**src/rtl/sub_pkg.sv**
```systemverilog
// Shared definitions for the nibble-serial subtractor: nibble width, sequencer
// state encoding and the nibble-count helper used to size the index.
package sub_pkg;

  localparam int unsigned NIBBLE_W = 4;

  typedef enum logic [1:0] {
    IDLE = 2'd0,
    RUN  = 2'd1,
    DONE = 2'd2
  } sub_state_t;

  function automatic int unsigned nibble_count(input int unsigned width);
    return width / NIBBLE_W;
  endfunction

endpackage

```
**src/rtl/subtractor_4bit.sv**
```systemverilog
// 4-bit ripple subtractor: diff = a - b - bin, bout set when a < b + bin.
module subtractor_4bit (
  input  logic [3:0] a,
  input  logic [3:0] b,
  input  logic       bin,
  output logic [3:0] diff,
  output logic       bout
);

  logic brw;

  always_comb begin
    diff = '0;
    brw  = bin;
    for (int unsigned i = 0; i < 4; i++) begin
      diff[i] = a[i] ^ b[i] ^ brw;
      brw     = (~a[i] & b[i]) | (~(a[i] ^ b[i]) & brw);
    end
    bout = brw;
  end

endmodule

```
**src/rtl/nibble_sub_sequencer.sv**
```systemverilog
// Sequences a WIDTH-bit subtraction through one subtractor_4bit, LSB nibble first.
// Optional SUB_OVF_EN adds a registered signed-overflow output (ovf).
module nibble_sub_sequencer
  import sub_pkg::*;
#(
  parameter int unsigned WIDTH = 16
) (
  input  logic             clk,
  input  logic             rst,
  input  logic             start,
  input  logic [WIDTH-1:0] a,
  input  logic [WIDTH-1:0] b,
  input  logic             bin,
  output logic             busy,
  output logic             done,
  output logic [WIDTH-1:0] diff,
  output logic             bout
`ifdef SUB_OVF_EN
  ,
  output logic             ovf
`endif
);

  localparam int unsigned NUM    = nibble_count(WIDTH);
  localparam int unsigned KW     = (NUM > 1) ? $clog2(NUM) : 1;
  localparam logic [KW-1:0] LAST_K = KW'(NUM - 1);

  sub_state_t state_q, state_d;

  logic [WIDTH-1:0] a_q, b_q, res_q;
  logic             brw_q;
  logic [KW-1:0]    k_q;

  logic [NIBBLE_W-1:0] st_diff;
  logic                st_bout;

  // Operands shift right each RUN cycle, so nibble k always sits at bit 0;
  // in the last RUN cycle bit NIBBLE_W-1 of each is the operand MSB.
  subtractor_4bit u_stage (
    .a    (a_q[NIBBLE_W-1:0]),
    .b    (b_q[NIBBLE_W-1:0]),
    .bin  (brw_q),
    .diff (st_diff),
    .bout (st_bout)
  );

  always_comb begin
    state_d = state_q;
    busy    = 1'b0;
    done    = 1'b0;
    unique case (state_q)
      IDLE: if (start) state_d = RUN;
      RUN: begin
        busy = 1'b1;
        if (k_q == LAST_K) state_d = DONE;
      end
      DONE: begin
        busy    = 1'b1;
        done    = 1'b1;
        state_d = IDLE;
      end
      default: state_d = IDLE;
    endcase
  end

`ifdef SUB_OVF_EN
  logic ovf_q;
  assign ovf = ovf_q;
`endif

  always_ff @(posedge clk) begin
    if (rst) begin
      state_q <= IDLE;
      a_q     <= '0;
      b_q     <= '0;
      res_q   <= '0;
      brw_q   <= 1'b0;
      k_q     <= '0;
`ifdef SUB_OVF_EN
      ovf_q   <= 1'b0;
`endif
    end else begin
      state_q <= state_d;
      unique case (state_q)
        IDLE: if (start) begin
          a_q   <= a;
          b_q   <= b;
          brw_q <= bin;
          k_q   <= '0;
          res_q <= '0;
        end
        RUN: begin
          a_q   <= a_q >> NIBBLE_W;
          b_q   <= b_q >> NIBBLE_W;
          res_q <= (res_q >> NIBBLE_W) | (WIDTH'(st_diff) << (WIDTH - NIBBLE_W));
          brw_q <= st_bout;
          k_q   <= k_q + 1'b1;
`ifdef SUB_OVF_EN
          if (k_q == LAST_K)
            ovf_q <= (a_q[NIBBLE_W-1] != b_q[NIBBLE_W-1]) &
                     (st_diff[NIBBLE_W-1] != a_q[NIBBLE_W-1]);
`endif
        end
        default: ;
      endcase
    end
  end

  assign diff = res_q;
  assign bout = brw_q;

endmodule

```
**config.mk**
```make
export PLATFORM = sky130hd
export DESIGN_NAME = nibble_sub_sequencer
export DESIGN_NICKNAME = d
export VERILOG_FILES = /design/src/rtl/sub_pkg.sv /design/src/rtl/subtractor_4bit.sv /design/src/rtl/nibble_sub_sequencer.sv
export SDC_FILE = /design/constraint.sdc
export NUM_CORES = 1
export LEC_CHECK = 0
export CAP_MARGIN = 30
export CORE_ASPECT_RATIO = 0.9
export CORE_MARGIN = 10
export CORE_UTILIZATION = 30
export CTS_BUF_LIST = sky130_fd_sc_hd__clkbuf_8
export DETAILED_ROUTE_END_ITERATION = 7
export SLEW_MARGIN = 20
export SYNTH_ARGS = -nofsm -noshare
export SYNTH_HDL_FRONTEND = slang
export SYNTH_SLANG_ARGS = --single-unit
```
**constraint.sdc**
```tcl
create_clock -name clk -period 5.05 [get_ports clk]
set_clock_uncertainty 0.2 [all_clocks]
set_input_delay 1.01 -clock clk [delete_from_list [all_inputs] [get_ports clk]]
set_output_delay 1.01 -clock clk [all_outputs]
set_load 0.03 [all_outputs]
```
==> impl_metrics.json <==
{
  "stdcell_count": 377,
  "setup-tns-final_ps": 0,
  "design.die.area_um2": 12000,
  "postSynth.asyncResetShare_pct": 0,
  "run_status": "finished clean",
  "synth.yosys.seq_area_share_pct": 44.0,
  "die_x_um": 115,
  "avgRoutedWirePerCell_um": 15.0,
  "final-max-slew-violation-count": 0,
  "clock-sinks": 53,
  "core_area_um2": 7690,
  "net_count_after_synthesis": 283,
  "final_hold_viol_count": 0,
  "drt_iter0_markers": 88,
  "route.vias.total": 1830,
  "netlist_top_cells_area": "sky130_fd_sc_hd__dfxtp_1, sky130_fd_sc_hd__a211oi_2, sky130_fd_sc_hd__mux2i_1",
  "post-route-min-period_ps": 2880,
  "timing.final.setup_violations": 0,
  "hold_buffers": 0,
  "cts-root-buf": "sky130_fd_sc_hd__clkbuf_8",
  "grt_antenna_before_repair": 0,
  "worst_setup_end_kind": "primary output",
  "count_of_flip_flops_with_a_built_in_enable_after_synthesis": 0,
  "antenna_violating_nets_post_route": 0,
  "area_growth_pct": 26.6,
  "pin_count": 55,
  "post-synth-top-count-cell": "sky130_fd_sc_hd__dfxtp_1",
  "clock_buffers_created_by_tritoncts": 5,
  "yosys_register_bits": 53,
  "cellLeakagePower_nw": 1.09,
  "cap_violations": 0,
  "placed_instance_area_um2": 2970,
  "post_cts_resized": 0,
  "drt_pre_antenna_iters": 5,
  "hpwlAfterDp_um": 4030,
  "final_layout_size_suffix_gt1_share_pct": 11.4,
  "post-synth-top-area-fraction_pct": 44.0,
  "nFillCells": 757,
  "gr-total-overflow": 0,
  "worstSkewPairLatency_ps": 290,
  "yosysWarnings": 0,
  "io_buffers": 54,
  "worst_hold_path_type": "flop to flop",
  "netlist_area_um2": 2410,
  "min_period_over_period_pct": 57.1,
  "fin_area_um2": 3050,
  "power.ir.vdd_worst_uv": 106,
  "die_h_um": 105,
  "setup.worst_path.start_class": "flop",
  "start_util_pct": 31.3,
  "dp_cells": 369,
  "rows": 30,
  "cts_tree": "built",
  "grt_max_degree": 54,
  "fin_worst_hold_slack_ps": 281,
  "wire_length_of_the_first_global_routing_pass_um": 9110,
  "syn_avg_cell_area_um2": 10.1,
  "rsz0062_at_grt": "no",
  "first_global_vias": 1776,
  "worstPathArrival_ps": 1670,
  "grt_util_all_layers_pct": 9.08,
  "antennaDiodeCount": 0,
  "netlist_top_cells_count": "sky130_fd_sc_hd__dfxtp_1, sky130_fd_sc_hd__nor2_1, sky130_fd_sc_hd__mux2i_1",
  "path_max_fanout": 3,
  "cts.repair_timing.setup_buffer_count": 0,
  "dominant_synthesized_flop_cell": "sky130_fd_sc_hd__dfxtp_1",
  "clock_h_tree_levels": 2,
  "worst-endpoint-required_ps": 3840,
  "distinct_cell_type_count_after_synthesis": 22,
  "multi_input_comb_area_um2": 1190,
  "clockBufferDepth": 2,
  "fin_nets": 324,
  "postSynthCellCount": 239,
  "worstSetupPathType": "flop to primary output",
  "power_density_nw_per_um2": 297,
  "route.detailed.vias_per_inst": 4.85,
  "max_slew.worst_pin.slew_ps": 743,
  "synth_top_area_cell": "sky130_fd_sc_hd__dfxtp_1",
  "drc": 0,
  "tightest_slew_margin_relative_to_the_limit_pct": 50.5,
  "clock.fmax_mhz": 347,
  "seqCellArea_um2": 1060,
  "clk_pin_slew_ps": 80,
  "detail_route.wirelength_um": 5660,
  "gp_congestion": 0.738
}
-- worst max-delay path, cell delays in order, from the launching register on --
cell	delay (ps)
sky130_fd_sc_hd__dfxtp_1	370
sky130_fd_sc_hd__inv_1	70
sky130_fd_sc_hd__ha_1	270
sky130_fd_sc_hd__clkdlybuf4s50_1	660
-- per-layer routing --
metal	vias up	global-route usage, %	share of wire [%]
met5	-	0	0
met4	0	2.42	0.71
met3	4	2.92	4.2
met2	34	13.8	46
met1	858	12.0	49
li1	934	-	-
-- state kept, by name (all words and copies together) (netlist names) --
register and cells:
a_q 16, b_q 16, bout 1, diff 16
k_q 2, state_q 2
-- final timing paths --
path | from | end | slack [ps] | cells past startpoint
max | state_q[1] | busy | 2170 | 3
min | a_q[15] | a_q[15] | 280 | 2
max reg2reg | state_q[1] | a_q[7] | 2330 | 6
min reg2reg | a_q[15] | a_q[15] | 280 | 2
-- layout make-up --
type                            instances  share of cell area (%)
Timing Repair Buffer                   56                    18.2
Multi-Input combinational cell        153                    39.1
Tap cell                               96                    3.93
Inverter                               11                    1.35
Clock inverter                          3                   0.369
Clock buffer                            5                    2.25
Sequential cell                        53                    34.7
-- metrics by stage --
step                setup slack (ps)  util, %  power [W]
detailed placement              2210     38.7   0.000702
global route                    2080     39.7   0.000961
finish                          2170     39.7   0.000907
CTS                             2140     39.7   0.000924
global placement                2120     38.5   0.000696
floorplan                       2590        -   0.000637
-- cell families (layout without fill, tap and decap cells) --
logic type / count (synthesis) / count (layout) / synth area share [%]
buffers and inverters: 33 / 75 / 6.74
flip-flops: 53 / 53 / 44.0
multiplexers: 27 / 27 / 11.4
AO/OA/AOI/OAI: 59 / 59 / 22.4
AND/OR/NAND/NOR: 59 / 59 / 10.1
adder cells (fa/ha/maj): 8 / 8 / 5.39
-- layout by cell type, fill, tap and decap left out --
cell,count
sky130_fd_sc_hd__nand3b_1,1
sky130_fd_sc_hd__nand2_1,1
sky130_fd_sc_hd__a211oi_2,21
sky130_fd_sc_hd__nand3_1,5
sky130_fd_sc_hd__a32oi_1,20
sky130_fd_sc_hd__nor2_1,47
sky130_fd_sc_hd__buf_4,2
sky130_fd_sc_hd__buf_6,1
sky130_fd_sc_hd__fa_1,4
sky130_fd_sc_hd__ha_2,1
sky130_fd_sc_hd__ha_1,3
sky130_fd_sc_hd__dfxtp_1,53
sky130_fd_sc_hd__mux2i_1,25
sky130_fd_sc_hd__mux2i_2,1
sky130_fd_sc_hd__clkdlybuf4s50_1,53
sky130_fd_sc_hd__clkbuf_8,5
sky130_fd_sc_hd__nand2b_1,2
sky130_fd_sc_hd__nor3_1,1
sky130_fd_sc_hd__o21ai_0,5
sky130_fd_sc_hd__nor2b_1,2
sky130_fd_sc_hd__a21oi_1,8
sky130_fd_sc_hd__a211oi_1,5
sky130_fd_sc_hd__mux2_4,1
sky130_fd_sc_hd__inv_1,14
-- where the power goes --
group	switching, W	internal [W]
logic	0.000121	0.0000980
clock network	0.000126	0.0000928
registers	0.0000192	0.000450
total	0.000267	0.000641
Note: power is estimated with default switching activity, not from simulation.
